### src/rtl/div_arb_pkg.sv
// Shared types and helpers for the divider arbiter: FSM states, default sizes,
// core latency and the round-robin winner search.
package div_arb_pkg;

  typedef enum logic [1:0] {
    S_IDLE  = 2'd0,
    S_START = 2'd1,
    S_WAIT  = 2'd2,
    S_RESP  = 2'd3
  } state_t;

  localparam int DEF_W     = 8;
  localparam int DEF_N_REQ = 4;
  localparam int CORE_LAT  = DEF_W + 1;

  // First set bit of req searching upward from ptr+1 with wrap over n entries.
  function automatic logic [3:0] rr_pick(input logic [15:0] req, input logic [3:0] ptr,
                                         input int n);
    logic [3:0] win;
    int idx;
    win = ptr;
    for (int k = n; k >= 1; k--) begin
      idx = (int'(ptr) + k) % n;
      if (req[idx]) win = 4'(idx);
    end
    return win;
  endfunction

endpackage

### src/rtl/div_arb_if.sv
// Client-side bus of the divider arbiter: level requests with packed operands
// in, one-hot ack with shared result out.
interface div_arb_if
  import div_arb_pkg::*;
#(
  parameter int N_REQ = DEF_N_REQ,
  parameter int W     = DEF_W
);
  localparam int GW = $clog2(N_REQ);

  logic [N_REQ-1:0]   req;
  logic [N_REQ*W-1:0] div1_bus;
  logic [N_REQ*W-1:0] div2_bus;
  logic [N_REQ-1:0]   ack;
  logic [W-1:0]       quo;
  logic [W-1:0]       resto;
  logic               zero_div;
  logic               busy;
  logic [GW-1:0]      grant_id;

  modport master (
    output req, div1_bus, div2_bus,
    input  ack, quo, resto, zero_div, busy, grant_id
  );

  modport slave (
    input  req, div1_bus, div2_bus,
    output ack, quo, resto, zero_div, busy, grant_id
  );

endinterface

### src/rtl/div_arb_core.sv
// Sequential restoring divider: loads on start, then W shift-subtract steps;
// a zero divisor finishes on the load edge with saturated quotient.
module div_core
  import div_arb_pkg::*;
#(
  parameter int W = DEF_W
) (
  input  logic         clk,
  input  logic         reset_n,
  input  logic         start,
  input  logic [W-1:0] dividend,
  input  logic [W-1:0] divisor,
  output logic         done,
  output logic [W-1:0] quo,
  output logic [W-1:0] resto,
  output logic         zero_div
);
  localparam int CW = $clog2(W + 1);

  logic [W-1:0]  rem;
  logic [W-1:0]  dsr;
  logic [CW-1:0] cnt;
  logic          run;
  logic [W:0]    shifted;
  logic [W:0]    diff;

  // diff[W] is the borrow: set when the shifted remainder is below the divisor.
  always_comb begin
    shifted = {rem, quo[W-1]};
    diff    = shifted - {1'b0, dsr};
  end

  always_ff @(posedge clk or negedge reset_n) begin
    if (!reset_n) begin
      rem      <= '0;
      dsr      <= '0;
      cnt      <= '0;
      run      <= 1'b0;
      done     <= 1'b0;
      quo      <= '0;
      zero_div <= 1'b0;
    end else begin
      done <= 1'b0;
      if (start) begin
        dsr      <= divisor;
        zero_div <= (divisor == '0);
        if (divisor == '0) begin
          quo  <= '1;
          rem  <= dividend;
          run  <= 1'b0;
          done <= 1'b1;
        end else begin
          quo <= dividend;
          rem <= '0;
          cnt <= CW'(W);
          run <= 1'b1;
        end
      end else if (run) begin
        if (!diff[W]) begin
          rem <= diff[W-1:0];
          quo <= {quo[W-2:0], 1'b1};
        end else begin
          rem <= shifted[W-1:0];
          quo <= {quo[W-2:0], 1'b0};
        end
        cnt <= cnt - CW'(1);
        if (cnt == CW'(1)) begin
          run  <= 1'b0;
          done <= 1'b1;
        end
      end
    end
  end

  assign resto = rem;

endmodule

### src/rtl/div_arb.sv
// Round-robin arbiter owning one div_core. Define DIV_ARB_FIXED_PRIO_EN for
// fixed lowest-index-wins priority instead of round-robin.
module div_arb
  import div_arb_pkg::*;
#(
  parameter int N_REQ = DEF_N_REQ,
  parameter int W     = DEF_W
) (
  input  logic      clk,
  input  logic      reset_n,
  div_arb_if.slave  bus
);
  localparam int GW = $clog2(N_REQ);

  state_t           state;
  state_t           state_nxt;
  logic [GW-1:0]    grant_id;
  logic [GW-1:0]    pick;
  logic [W-1:0]     dvd;
  logic [W-1:0]     dsr;
  logic             core_start;
  logic             core_done;
  logic [W-1:0]     core_quo;
  logic [W-1:0]     core_rem;
  logic             core_zero;
  logic [N_REQ-1:0] ack;
  logic [W-1:0]     quo;
  logic [W-1:0]     resto;
  logic             zero_div;
  logic             busy;
  logic [15:0]      req_ext;

  assign req_ext = 16'(bus.req);

`ifdef DIV_ARB_FIXED_PRIO_EN
  // Searching from the last index upward makes index 0 the first candidate.
  assign pick = GW'(rr_pick(req_ext, 4'(N_REQ - 1), N_REQ));
`else
  logic [GW-1:0] ptr;

  always_ff @(posedge clk or negedge reset_n) begin
    if (!reset_n)                            ptr <= GW'(N_REQ - 1);
    else if (state == S_WAIT && core_done)   ptr <= grant_id;
  end

  assign pick = GW'(rr_pick(req_ext, 4'(ptr), N_REQ));
`endif

  always_ff @(posedge clk or negedge reset_n) begin
    if (!reset_n) state <= S_IDLE;
    else          state <= state_nxt;
  end

  always_comb begin
    state_nxt = state;
    case (state)
      S_IDLE:  if (|bus.req) state_nxt = S_START;
      S_START: state_nxt = S_WAIT;
      S_WAIT:  if (core_done) state_nxt = S_RESP;
      S_RESP:  state_nxt = S_IDLE;
      default: state_nxt = S_IDLE;
    endcase
  end

  always_comb begin
    busy = (state != S_IDLE);
  end

  // Grant capture, core start pulse and result/ack registers.
  always_ff @(posedge clk or negedge reset_n) begin
    if (!reset_n) begin
      grant_id   <= '0;
      dvd        <= '0;
      dsr        <= '0;
      core_start <= 1'b0;
      ack        <= '0;
      quo        <= '0;
      resto      <= '0;
      zero_div   <= 1'b0;
    end else begin
      core_start <= 1'b0;
      ack        <= '0;
      case (state)
        S_IDLE: begin
          if (|bus.req) begin
            grant_id   <= pick;
            dvd        <= bus.div1_bus[int'(pick)*W +: W];
            dsr        <= bus.div2_bus[int'(pick)*W +: W];
            core_start <= 1'b1;
          end
        end
        S_WAIT: begin
          if (core_done) begin
            quo           <= core_quo;
            resto         <= core_rem;
            zero_div      <= core_zero;
            ack[grant_id] <= 1'b1;
          end
        end
        default: ;
      endcase
    end
  end

  div_core #(.W(W)) u_core (
    .clk      (clk),
    .reset_n  (reset_n),
    .start    (core_start),
    .dividend (dvd),
    .divisor  (dsr),
    .done     (core_done),
    .quo      (core_quo),
    .resto    (core_rem),
    .zero_div (core_zero)
  );

  assign bus.ack      = ack;
  assign bus.quo      = quo;
  assign bus.resto    = resto;
  assign bus.zero_div = zero_div;
  assign bus.busy     = busy;
  assign bus.grant_id = grant_id;

endmodule

### src/flat_wrapper.sv
// flat-port wrapper written by rule: the top's interface ports become plain ports
module div_arb_flat import div_arb_pkg::*;
#(
  parameter int N_REQ = DEF_N_REQ,
  parameter int W     = DEF_W
)
  (clk, reset_n, bus_req, bus_div1_bus, bus_div2_bus, bus_ack, bus_quo, bus_resto, bus_zero_div, bus_busy, bus_grant_id);
  div_arb_if #(.N_REQ(N_REQ), .W(W)) bus_i ();
  input  logic clk;
  input  logic reset_n;
  input wire logic [$bits(bus_i.req)-1:0] bus_req;
  input wire logic [$bits(bus_i.div1_bus)-1:0] bus_div1_bus;
  input wire logic [$bits(bus_i.div2_bus)-1:0] bus_div2_bus;
  output wire logic [$bits(bus_i.ack)-1:0] bus_ack;
  output wire logic [$bits(bus_i.quo)-1:0] bus_quo;
  output wire logic [$bits(bus_i.resto)-1:0] bus_resto;
  output wire logic [$bits(bus_i.zero_div)-1:0] bus_zero_div;
  output wire logic [$bits(bus_i.busy)-1:0] bus_busy;
  output wire logic [$bits(bus_i.grant_id)-1:0] bus_grant_id;
  assign bus_i.req = bus_req;
  assign bus_i.div1_bus = bus_div1_bus;
  assign bus_i.div2_bus = bus_div2_bus;
  assign bus_ack = bus_i.ack;
  assign bus_quo = bus_i.quo;
  assign bus_resto = bus_i.resto;
  assign bus_zero_div = bus_i.zero_div;
  assign bus_busy = bus_i.busy;
  assign bus_grant_id = bus_i.grant_id;
  div_arb #(.N_REQ(N_REQ), .W(W)) u_core (.clk(clk), .reset_n(reset_n), .bus(bus_i));
endmodule
### config.mk
export PLATFORM = sky130hd
export DESIGN_NAME = div_arb_flat
export DESIGN_NICKNAME = d
export VERILOG_FILES = /design/src/rtl/div_arb_pkg.sv /design/src/rtl/div_arb_if.sv /design/src/rtl/div_arb_core.sv /design/src/rtl/div_arb.sv /design/src/flat_wrapper.sv
export SDC_FILE = /design/constraint.sdc
export NUM_CORES = 1
export LEC_CHECK = 0
export ABC_AREA = 1
export ABC_CLOCK_PERIOD_IN_PS = 5250
export CORE_ASPECT_RATIO = 0.9
export CORE_UTILIZATION = 56
export CTS_CLUSTER_DIAMETER = 60
export CTS_CLUSTER_SIZE = 28
export DETAILED_ROUTE_END_ITERATION = 6
export GPL_TIMING_DRIVEN = 0
export HOLD_SLACK_MARGIN = 0.15
export PLACE_DENSITY = 0.95
export SLEW_MARGIN = 40
export SYNTH_ARGS = -nofsm -noshare
export SYNTH_HDL_FRONTEND = slang
export SYNTH_HIERARCHICAL = 1
export SYNTH_SLANG_ARGS = --single-unit
### constraint.sdc
create_clock -name clk -period 5.25 [get_ports clk]
set_input_delay 0.525 -clock clk [delete_from_list [all_inputs] [get_ports clk]]
set_output_delay 0.525 -clock clk [all_outputs]
set_load 0.01 [all_outputs]
==> results of run 1 <==
## registers in the layout (all words and copies together) (netlist names), 4 cells and up
name                 count
u_core/u_core/cnt        4
u_core/bus.resto         8
u_core/dvd               8
u_core/u_core/dsr        8
u_core/bus.quo           8
u_core/dsr               8
u_core/u_core/resto      8
u_core/bus.ack           4
u_core/u_core/quo        8
## critical path, delay by kind of cell (launching register included)
| family | cells | cell delay, ns |
|---|---|---|
| flops | 1 | 0.37 |
| buf+inv | 3 | 0.74 |
| fa+ha+maj | 1 | 0.19 |
## per-stage QoR
stage | instance area, sq um | worst slack (ns) | utilization | instances
global placement | 5770 | 1.21 | 0.712 | 845
CTS | 6020 | 3.06 | 0.742 | 863
detailed placement | 5800 | 2.79 | 0.715 | 846
finish | 6020 | 3.07 | 0.742 | 863
floorplan | 4710 | 3.42 | - | 653
global route | 6020 | 2.96 | 0.742 | 863
## what timing repair did
action,4_1_cts,5_1_grt
hold buffers,1,0
hold endpoints to repair,20,0
endpoints found under the setup margin,0,0
## cell usage in the layout (no fill, tap or decap), types with 2 or more instances in the layout
cell type,instances
a21oi_1,6
a21oi_2,6
buf_2,6
buf_6,6
clkbuf_1,11
clkbuf_8,10
clkdlybuf4s50_1,92
clkinvlp_4,2
dfrtp_1,73
dfstp_2,2
ha_1,12
inv_1,92
inv_2,4
inv_6,2
nand2_1,235
nand2_2,13
nand2_4,4
nand3_1,69
nand3_2,5
nand3_4,4
nand3b_1,17
nor2_1,27
nor2_2,4
nor3_1,3
o211ai_1,7
o21ai_0,19
o221ai_1,3
o22ai_1,6
or2_1,7
xor2_1,2
## cell usage after synthesis (2+ instances only)
cell type / number
o211ai_1: 7
nor2_1: 27
nand2_4: 4
nand2_1: 235
nand3_4: 4
dfstp_2: 2
a21oi_2: 6
buf_6: 5
o221ai_1: 3
buf_2: 6
nor3_1: 3
nor2_2: 4
ha_1: 12
dfrtp_1: 73
xor2_1: 2
clkbuf_1: 11
nand3_2: 5
nand3_1: 69
a21oi_1: 6
nand2_2: 13
nand3b_1: 17
o21ai_0: 19
o22ai_1: 6
inv_2: 4
inv_1: 92
or2_1: 7
## layer usage
layer,global-route usage,up-vias
li1,-,2256
met1,0.351,2137
met2,0.545,221
met3,0.0586,28
met4,0.117,0
met5,0,-
## power breakdown
part | total (W) | switching, W | internal, W
Combinational | 0.00276 | 0.00171 | 0.00105
Clock | 0.000460 | 0.000223 | 0.000236
Sequential | 0.00105 | 0.000208 | 0.000844
Total | 0.00427 | 0.00214 | 0.00213
## area by class of cell
type                    instances  share of cell area
clock buffers                  10              0.0229
multi-input cells             457               0.387
flip-flops and latches         75               0.312
well taps                      99              0.0206
clock inverters                 6              0.0119
plain buffers                  23              0.0225
repair buffers                 95               0.161
inverters                      98              0.0614
## final timing paths
path / start / endpoint / slack (ns)
setup / recovery: u_core/state[1] / bus_busy / 3.07
hold / removal: u_core/bus.quo[7] / u_core/bus.quo[7] / 0.48
setup reg to reg: u_core/ptr[0] / u_core/dsr[0] / 3.10
hold reg to reg: u_core/bus.quo[7] / u_core/bus.quo[7] / 0.48
max in group asynchronous: reset_n / u_core/u_core/zero_div / 4.14
min in group asynchronous: reset_n / u_core/bus.ack[1] / 0.59
## logic make-up after synthesis
group,count (synthesis)
and+or+nand+nor,392
buffers and inverters,121
DFF,75
AOI/OAI and AO/OA,50
adders and majority gates,13
xor gates and xnor gates,2
==> impl_metrics.ini, run 1 <==
[synthesis]
ys_seq_area_frac = 0.399
synth_flop_cell = dfrtp_1
synth_cell_types = 37
yosys_warnings = 6
syn_nets = 736
synthAdderAreaFrac = 0.0361
async_flop_share = 1.00
synth_top_family_by_area = simple AND/OR/NAND/NOR gates
synth_compound_area_frac = 0.0685
syn-cell-area_sq_mm = 0.00471
yosysTopAreaCellShare = 0.388
synth-simple-area-share = 0.386
yosysTopAreaCell = dfrtp_1
synthXorXnorAreaFrac = 0.00372
muxShareOfSynthArea = 0
synth_enable_flop_cells = 0
syn_inst = 653
ys_seq_elements = 75
avgSynthCellArea_sq_um = 7.22
synthTopCellsByArea = dfrtp_1, nand2_1, inv_1

[worst_setup_path]
critPathArrivalTime_ns = 1.66
crit_chain = inv_1 > ha_1 > inv_1 > clkdlybuf4s50_1
cp-end-kind = output pin
crit_type = reg2out
crit_required_ns = 4.72
cpPeakStageDelay_ns = 0.57
r2r_cells = 11
path_max_fanout = 3
critPathLaunchType = register
crit_path_frequent_cell = inv_1
slowest_stage = clkdlybuf4s50_1

[pwr]
fin_total_pwr_w = 0.00427
power_density_mw_per_mm2 = 710
vdd_drop_max_mv = 0.467
leakagePower_nw = 3.13

[worst_hold_path]
holdPathStages = 2
hold_path.class = reg2reg

[route]
wl_met3_um = 823
drcViolationCount = 0
wirelength_um = 12400
drt-initial-drc-count = 492
routed-via-count = 4642
ant_nets = 0
via_per_inst = 5.38
dr.max_layer_used = met4
met2_length_um = 6180
met1_length_um = 5140
first_pass_iters = 5
avgRoutedWirePerCell_um = 14.4

[cts]
max-clock-path-buffers = 2
htree_levels = 3
post_cts_buffers = 0
cts_sinks = 75
root_buffer = clkbuf_8
cts_buffers = 9
cts-resized-gates = 0
tritoncts = built
clk_pin_slew_worst_paths_ns = 0.08
worst_skew_pair.late_latency_ns = 0.35

[timing]
slew-limit-headroom = 0.638
setup_viol = 0
fmax_ghz = 0.458
fin_skew_ns = 0.00728
setup_tns_ns = 0
rsz0062_at_grt = false
worstMarginPinSlew_ns = 0.541
maxSlewViolCount = 0
hold_viol_final = 0
min_period_ns = 2.18
whs_ns = 0.479
period_share = 0.416

[final_layout]
final_nets = 842
fillCellCount = 556
area_growth_pct = 27.6
antenna_cells = 0
seqCellArea_sq_mm = 0.00188
multi_input_comb_area_sq_mm = 0.00233
drive_above_1_share = 0.101

[floorplanning]
std_cell_rows = 31
ios = 94
fp.dieH_um = 89.0
initial_core_util = 0.581
die_area_sq_mm = 0.00879
core_area_sq_mm = 0.00811
die_w_um = 98.7

[grt]
grt_overflow = 0
grt_pass1_wl_um = 20300
grt_max_degree = 54
antenna_found_initial = 0
grt_pass1_vias = 4416
globalRouteTotalUtil = 0.298

[outcome]
status = finished, final reports clean

[place]
routabilityCongestion = 0.944
dpl.hpwl_um = 9420
port_buffers = 93

[flow_run]
drv_cap = 0
(Power assumes the default switching activity.)
==> run 2, diff against run 1 <==
--- a/config.mk
+++ b/config.mk
@@ -6,15 +6,15 @@
 export NUM_CORES = 1
 export LEC_CHECK = 0
 export ABC_AREA = 1
-export ABC_CLOCK_PERIOD_IN_PS = 5250
+export ABC_CLOCK_PERIOD_IN_PS = 2000
 export CORE_ASPECT_RATIO = 0.9
-export CORE_UTILIZATION = 56
+export CORE_UTILIZATION = 47
 export CTS_CLUSTER_DIAMETER = 60
 export CTS_CLUSTER_SIZE = 28
 export DETAILED_ROUTE_END_ITERATION = 6
 export GPL_TIMING_DRIVEN = 0
 export HOLD_SLACK_MARGIN = 0.15
-export PLACE_DENSITY = 0.95
+export PLACE_DENSITY = 0.87
 export SLEW_MARGIN = 40
 export SYNTH_ARGS = -nofsm -noshare
 export SYNTH_HDL_FRONTEND = slang
==> constraint.sdc (replaced) <==
create_clock -name clk -period 2 [get_ports clk]
set_input_delay 0.2 -clock clk [delete_from_list [all_inputs] [get_ports clk]]
set_output_delay 0.2 -clock clk [all_outputs]
set_load 0.01 [all_outputs]
==> impl_metrics.ini, run 2 (same netlist as run 1, synthesis figures left out) <==
[outcome]
status = finished, violations left
violations = negative setup slack

[timing]
min_period_ns = 2.05
maxSlewViolCount = 0
fin_skew_ns = 0.0112
post-route-worst-setup-slack_ns = -0.0470
worstMarginPinSlew_ns = 0.641
slew-limit-headroom = 0.572
setup_viol = 6
rsz0062_at_grt = true
fmax_ghz = 0.489
period_share = 1.02
hold_viol_final = 0

[worst_setup_path]
cp-end-kind = register
crit_type = reg2reg
path_delay_family = simple AND/OR/NAND/NOR gates
path_buf_inv = 3
critPathLaunchType = register
slowest_stage = dfstp_2
critPathArrivalTime_ns = 2.26
crit_required_ns = 2.22
path_max_fanout = 10
crit_chain = buf_4 > nand2_1 > nand2_1 > nand2_1 > nand2_2 > nand2_2 > nand3_4 > nand2_4 > buf_8 > buf_6 > o211ai_1 > nand3_1
crit_path_frequent_cell = nand2_1
cpPeakStageDelay_ns = 0.61

[cts]
clk_pin_slew_worst_paths_ns = 0.09
root_buffer = clkbuf_8
max-clock-path-buffers = 2
htree_levels = 3
tritoncts = built
cts_buffers = 9
worst_skew_pair.late_latency_ns = 0.35
cts_sinks = 75

[floorplanning]
die_area_sq_mm = 0.0104
ios = 94
fp.dieH_um = 97
std_cell_rows = 34
initial_core_util = 0.486
core_area_sq_mm = 0.00970
die_w_um = 108

[place]
dpl.cell_count = 873
port_buffers = 93
routabilityCongestion = 0.877
dpl.hpwl_um = 9300
placedInstanceArea_sq_mm = 0.00583

[grt]
antenna_found_initial = 0
met3_usage = 0.0425
met2_usage = 0.417
grt_util_met1 = 0.343
grt_overflow = 0
globalRouteTotalUtil = 0.256
grt_max_degree = 49
grt_pass1_wl_um = 21100
grt-busiest-layer = met2
grt_pass1_vias = 4589

[final_layout]
multi_input_comb_area_sq_mm = 0.00236
area_growth_pct = 30.5
final_nets = 848
layout.cells.non_filler = 896
seqCellArea_sq_mm = 0.00188
drive_above_1_share = 0.118
final_cell_mix = nand2_1, clkdlybuf4s50_1, inv_1
final_common_cell = nand2_1
design_area_sq_mm = 0.00615
antenna_cells = 0
utilization = 0.634
fillCellCount = 853

[pwr]
power_density_mw_per_mm2 = 1870
fin_total_pwr_w = 0.0115
leakagePower_nw = 3.17
vdd_drop_max_mv = 0.886

[route]
via_per_inst = 5.16
routed-via-count = 4624
first_pass_iters = 5
ant_nets = 0
wirelength_um = 12700
drcViolationCount = 0
avgRoutedWirePerCell_um = 14.2
drt-initial-drc-count = 278

[flow_run]
drv_cap = 0

[worst_hold_path]
hold_path.class = in2async
## run 2: changes by cell type in the layout (fill, tap and decap cells not counted), moves of 2 or more
cell,previous run,this run
buf_8,0,2
buf_4,1,6
nand2_2,13,17
nor2_4,1,3
nand2_1,235,231
## run 2: routing by layer
| layer | wire length, um | part of all wire |
|---|---|---|
| met2 | 5960 | 0.47 |
| met3 | 829 | 0.065 |
| met4 | 262 | 0.021 |
| met1 | 5680 | 0.45 |
| met5 | 0 | 0 |
## run 2: stage by stage
| stage | setup slack, ns | TNS, ns | hold slack (ns) |
|---|---|---|---|
| floorplan | 0.170 | 0 | -0.0956 |
| global placement | -1.80 | -134.68 | 0.462 |
| detailed placement | -0.259 | -3.14 | 0.0944 |
| CTS | 0.00701 | 0 | 0.287 |
| global route | -0.110 | -0.875 | 0.299 |
| finish | -0.0470 | -0.124 | 0.286 |
## run 2: what timing repair did
item / CTS / global route
endpoints found under the hold margin: 73 / 0
hold buffers: 1 / 0
setup endpoints to repair: 25 / 25
pin swaps: 0 / 2
gates resized for setup: 6 / 14
buffers inserted: 4 / 2
## run 2: worst reg2reg max path: stages, from the launching register on
cell and delay [ns]:
dfstp_2 0.61, buf_4 0.14, nand2_1 0.05, nand2_1 0.11, nand2_1 0.08, nand2_2 0.12
nand2_2 0.08, nand3_4 0.09, nand2_4 0.06, buf_8 0.14, buf_6 0.14, o211ai_1 0.18
nand3_1 0.12
## run 2: path summary, 6_finish.rpt
kind	startpoint	end	slack, ns	depth (start not counted)
max	u_core/ptr[0]	u_core/dvd[7]	-0.05	12
min	reset_n	u_core/u_core/resto[5]	0.29	2
max reg2reg	u_core/ptr[0]	u_core/dvd[7]	-0.05	12
min reg2reg	u_core/bus.quo[7]	u_core/bus.quo[7]	0.48	2
max in group asynchronous	reset_n	u_core/ptr[0]	1.15	3
min in group clk	u_core/bus.quo[7]	u_core/bus.quo[7]	0.48	2
## run 2: layout make-up
cell class              count  area share
well taps                 126      0.0256
plain buffers              23      0.0264
clock inverters             6      0.0116
clock buffers              10      0.0224
flip-flops and latches     75       0.305
repair buffers            101       0.165
multi-input cells         457       0.383
inverters                  98      0.0604
## run 2: power by group
part           total, W  leakage (nW)  switching [W]  internal (W)
Sequential      0.00278         0.938       0.000562       0.00222
Clock           0.00123        0.0995       0.000606      0.000621
Combinational   0.00753          2.13        0.00454       0.00299
Total            0.0115          3.17        0.00571       0.00582
==> edit, RTL diff (settings of run 2) <==
Change the package constant `DEF_N_REQ` from 4 to 8.
--- a/src/rtl/div_arb_pkg.sv
+++ b/src/rtl/div_arb_pkg.sv
@@ -11,5 +11,5 @@
 
   localparam int DEF_W     = 8;
-  localparam int DEF_N_REQ = 4;
+  localparam int DEF_N_REQ = 8;
   localparam int CORE_LAT  = DEF_W + 1;
 
Interface: changed (5 resized); port bits go from 94 to 167. No check against the original RTL was run, so the function may have changed too.
==> edit against run 2 <==
  * The run ends with DRC, setup timing left
  * Sequential cell count grew 6
  * Routed wire length is 80% higher
  * Setup slack got worse by 930 ps
  * Final area up 52%
  * Critical path depth increased by 12
  * Synthesized area grew 26%
  * Largest cell class unchanged
  * Highest routed layer unchanged
Power is not shown: default switching activity piles up to over one toggle a cycle in this logic, so the estimate is an artifact.
==> edit: results (changes against run 2) <==
[run_status]
status=complete, but fails checks
violations=DRC, setup timing

[worst_setup_path]
crit_fanout=9  ; -1
critPathArrivalTime_ps=3200  ; +940 ps
crit_start=u_core/ptr[0]

[timing]
final_max_slew_viol_count=0  ; unchanged
setup_viol=22  ; +16
slew_headroom=0.589  ; +0.0170
setup_ws_ps=-980  ; -932 ps
fin_skew_ps=11.7  ; +0.469 ps

[synth]
synth_flop_cell=dfrtp_1
syn-num-nets=1019  ; +38%
syn_inst=866  ; +33%
ys_top_cells_by_count=285 x nand2_1, 179 x nand3_1, 78 x dfrtp_1
synth-async-reset-ratio=1.00  ; unchanged
ys_seq_area_frac=0.342  ; -0.0568
synth_warnings=6  ; unchanged
synth_cell_types=41  ; +11%
synth_top_cells_by_area=dfrtp_1 33%, nand2_1 18%, nand3_1 15%, inv_1 3.6%, nor2_1 3.1%

[route]
vias=7334  ; +59%
first_iter_violations=939  ; +240%
route.detailed.drc=1  ; +1
first_pass_iters=7  ; +2
via_per_inst=5.88  ; +14%
wl_per_cell_um=18.4  ; +30%

[global_route]
grt_pass1_wl_um=31400  ; +49%
grt_pass1_vias=6795  ; +48%
grt_use_total=0.308  ; +0.0523
antenna_found_initial=1  ; +1
grt_max_degree=47  ; -4.1%

[clock_network]
root_buffer=clkbuf_16
cts_made_buffers=9  ; unchanged
clockBufferDepth=2  ; unchanged
h-tree-depth=3  ; unchanged
clk_latency_ps=340
clkTransAtPathRegs_ps=60  ; -30 ps

[final_layout]
fin_nets=1234  ; +46%
drive_gt1_frac=0.251  ; +0.133

[run]
maxCapViolCount=0  ; unchanged

[placement]
place_congestion=0.910  ; +3.8%
place.port_buffers=166  ; +78%
hpwl_um=13900  ; +49%

[worst_hold_path]
worst_hold_path_type=in -> async

## edit: cell count changes in the layout (fill, tap and decap cells not counted), sizes merged, moves of 20 or more
| cell | delta |
|---|---|
| nand3 | +111 |
| a21oi | +23 |
| buf | +50 |
| nor2 | +20 |
| nand2 | +59 |
| clkdlybuf4s50 | +73 |
| inv | -32 |
## edit: worst paths after layout
| kind | slack [ps] | end | depth (start not counted) |
|---|---|---|---|
| worst max register to register | -980 | u_core/dvd[6] | 24 |
| worst min-delay path | 340 | u_core/bus.resto[3] | 2 |
| min in group clk | 480 | u_core/bus.quo[7] | 2 |
| max in group asynchronous | 1130 | u_core/bus.quo[3] | 3 |
| worst min register to register | 480 | u_core/bus.quo[7] | 2 |
| worst max-delay path | -980 | u_core/dvd[6] | 24 |
## edit: stage by stage
stage	util	instance area [sq um]	hold slack (ps)	worst slack, ps	setup TNS (ps)
2_1_floorplan	-	6090	-95.6	-543	-9700
3_3_place_gp	0.653	7950	465	-1970	-174070
3_5_place_dp	0.656	7980	117	-1090	-19430
4_1_cts	0.727	8850	342	-703	-12470
5_1_grt	0.769	9360	348	-1080	-18270
6_report	0.769	9360	338	-980	-15910
## edit: metal layers
layer	GRT usage	routed length, um	up-vias
li1	-	-	3254
met1	0.363	8090	3341
met2	0.523	10800	563
met3	0.0680	2360	176
met4	0.174	1720	0
met5	0	0	-
## edit: layout make-up
cell class | count | area, sq um
sequential | 81 | 2030
timing repair buffer | 204 | 2140
clock buffer | 11 | 243
clock inverter | 5 | 86.3
tap | 160 | 200
buffer | 45 | 452
fill | 787 | 2820
inverter | 67 | 268
multi-input combinational | 673 | 3940
antenna | 1 | 2.50
## edit: cell families (layout without fill, tap and decap cells)
group                      Yosys count  count (layout)  synth area share
other                                0               1                 0
and+or+nand+nor                    580             582             0.446
adders and majority gates           15              15            0.0329
xor gates and xnor gates             6               6           0.00885
AOI/OAI and AO/OA                   70              70            0.0716
DFF                                 81              81             0.342
buffers and inverters              114             332            0.0986
## edit: worst max-delay path: stages (launching register included)
cell and delay (ps):
dfstp_2 550, buf_8 110, inv_6 30, buf_12 110
buf_4 180, nand2_1 190, nand3_4 110, nand3_4 110
nand2_2 60, nand2_1 80, nand2_2 60, nand2_2 70
nand2_2 60, nand2_4 90, nand2_4 50, nand2_4 110
nand2_4 90, buf_16 150, buf_12 130, nand2_2 60
nand3_2 100, nand2_2 110, nand2_2 90, nand2_2 90
nor2_2 50
## edit: what timing repair did
action,in CTS,in global routing
hold buffers,1,0
pin swaps,35,45
endpoints found under the hold margin,81,0
buffers inserted,16,15
cloned,4,4
setup endpoints to repair,28,28
resized for setup,83,75
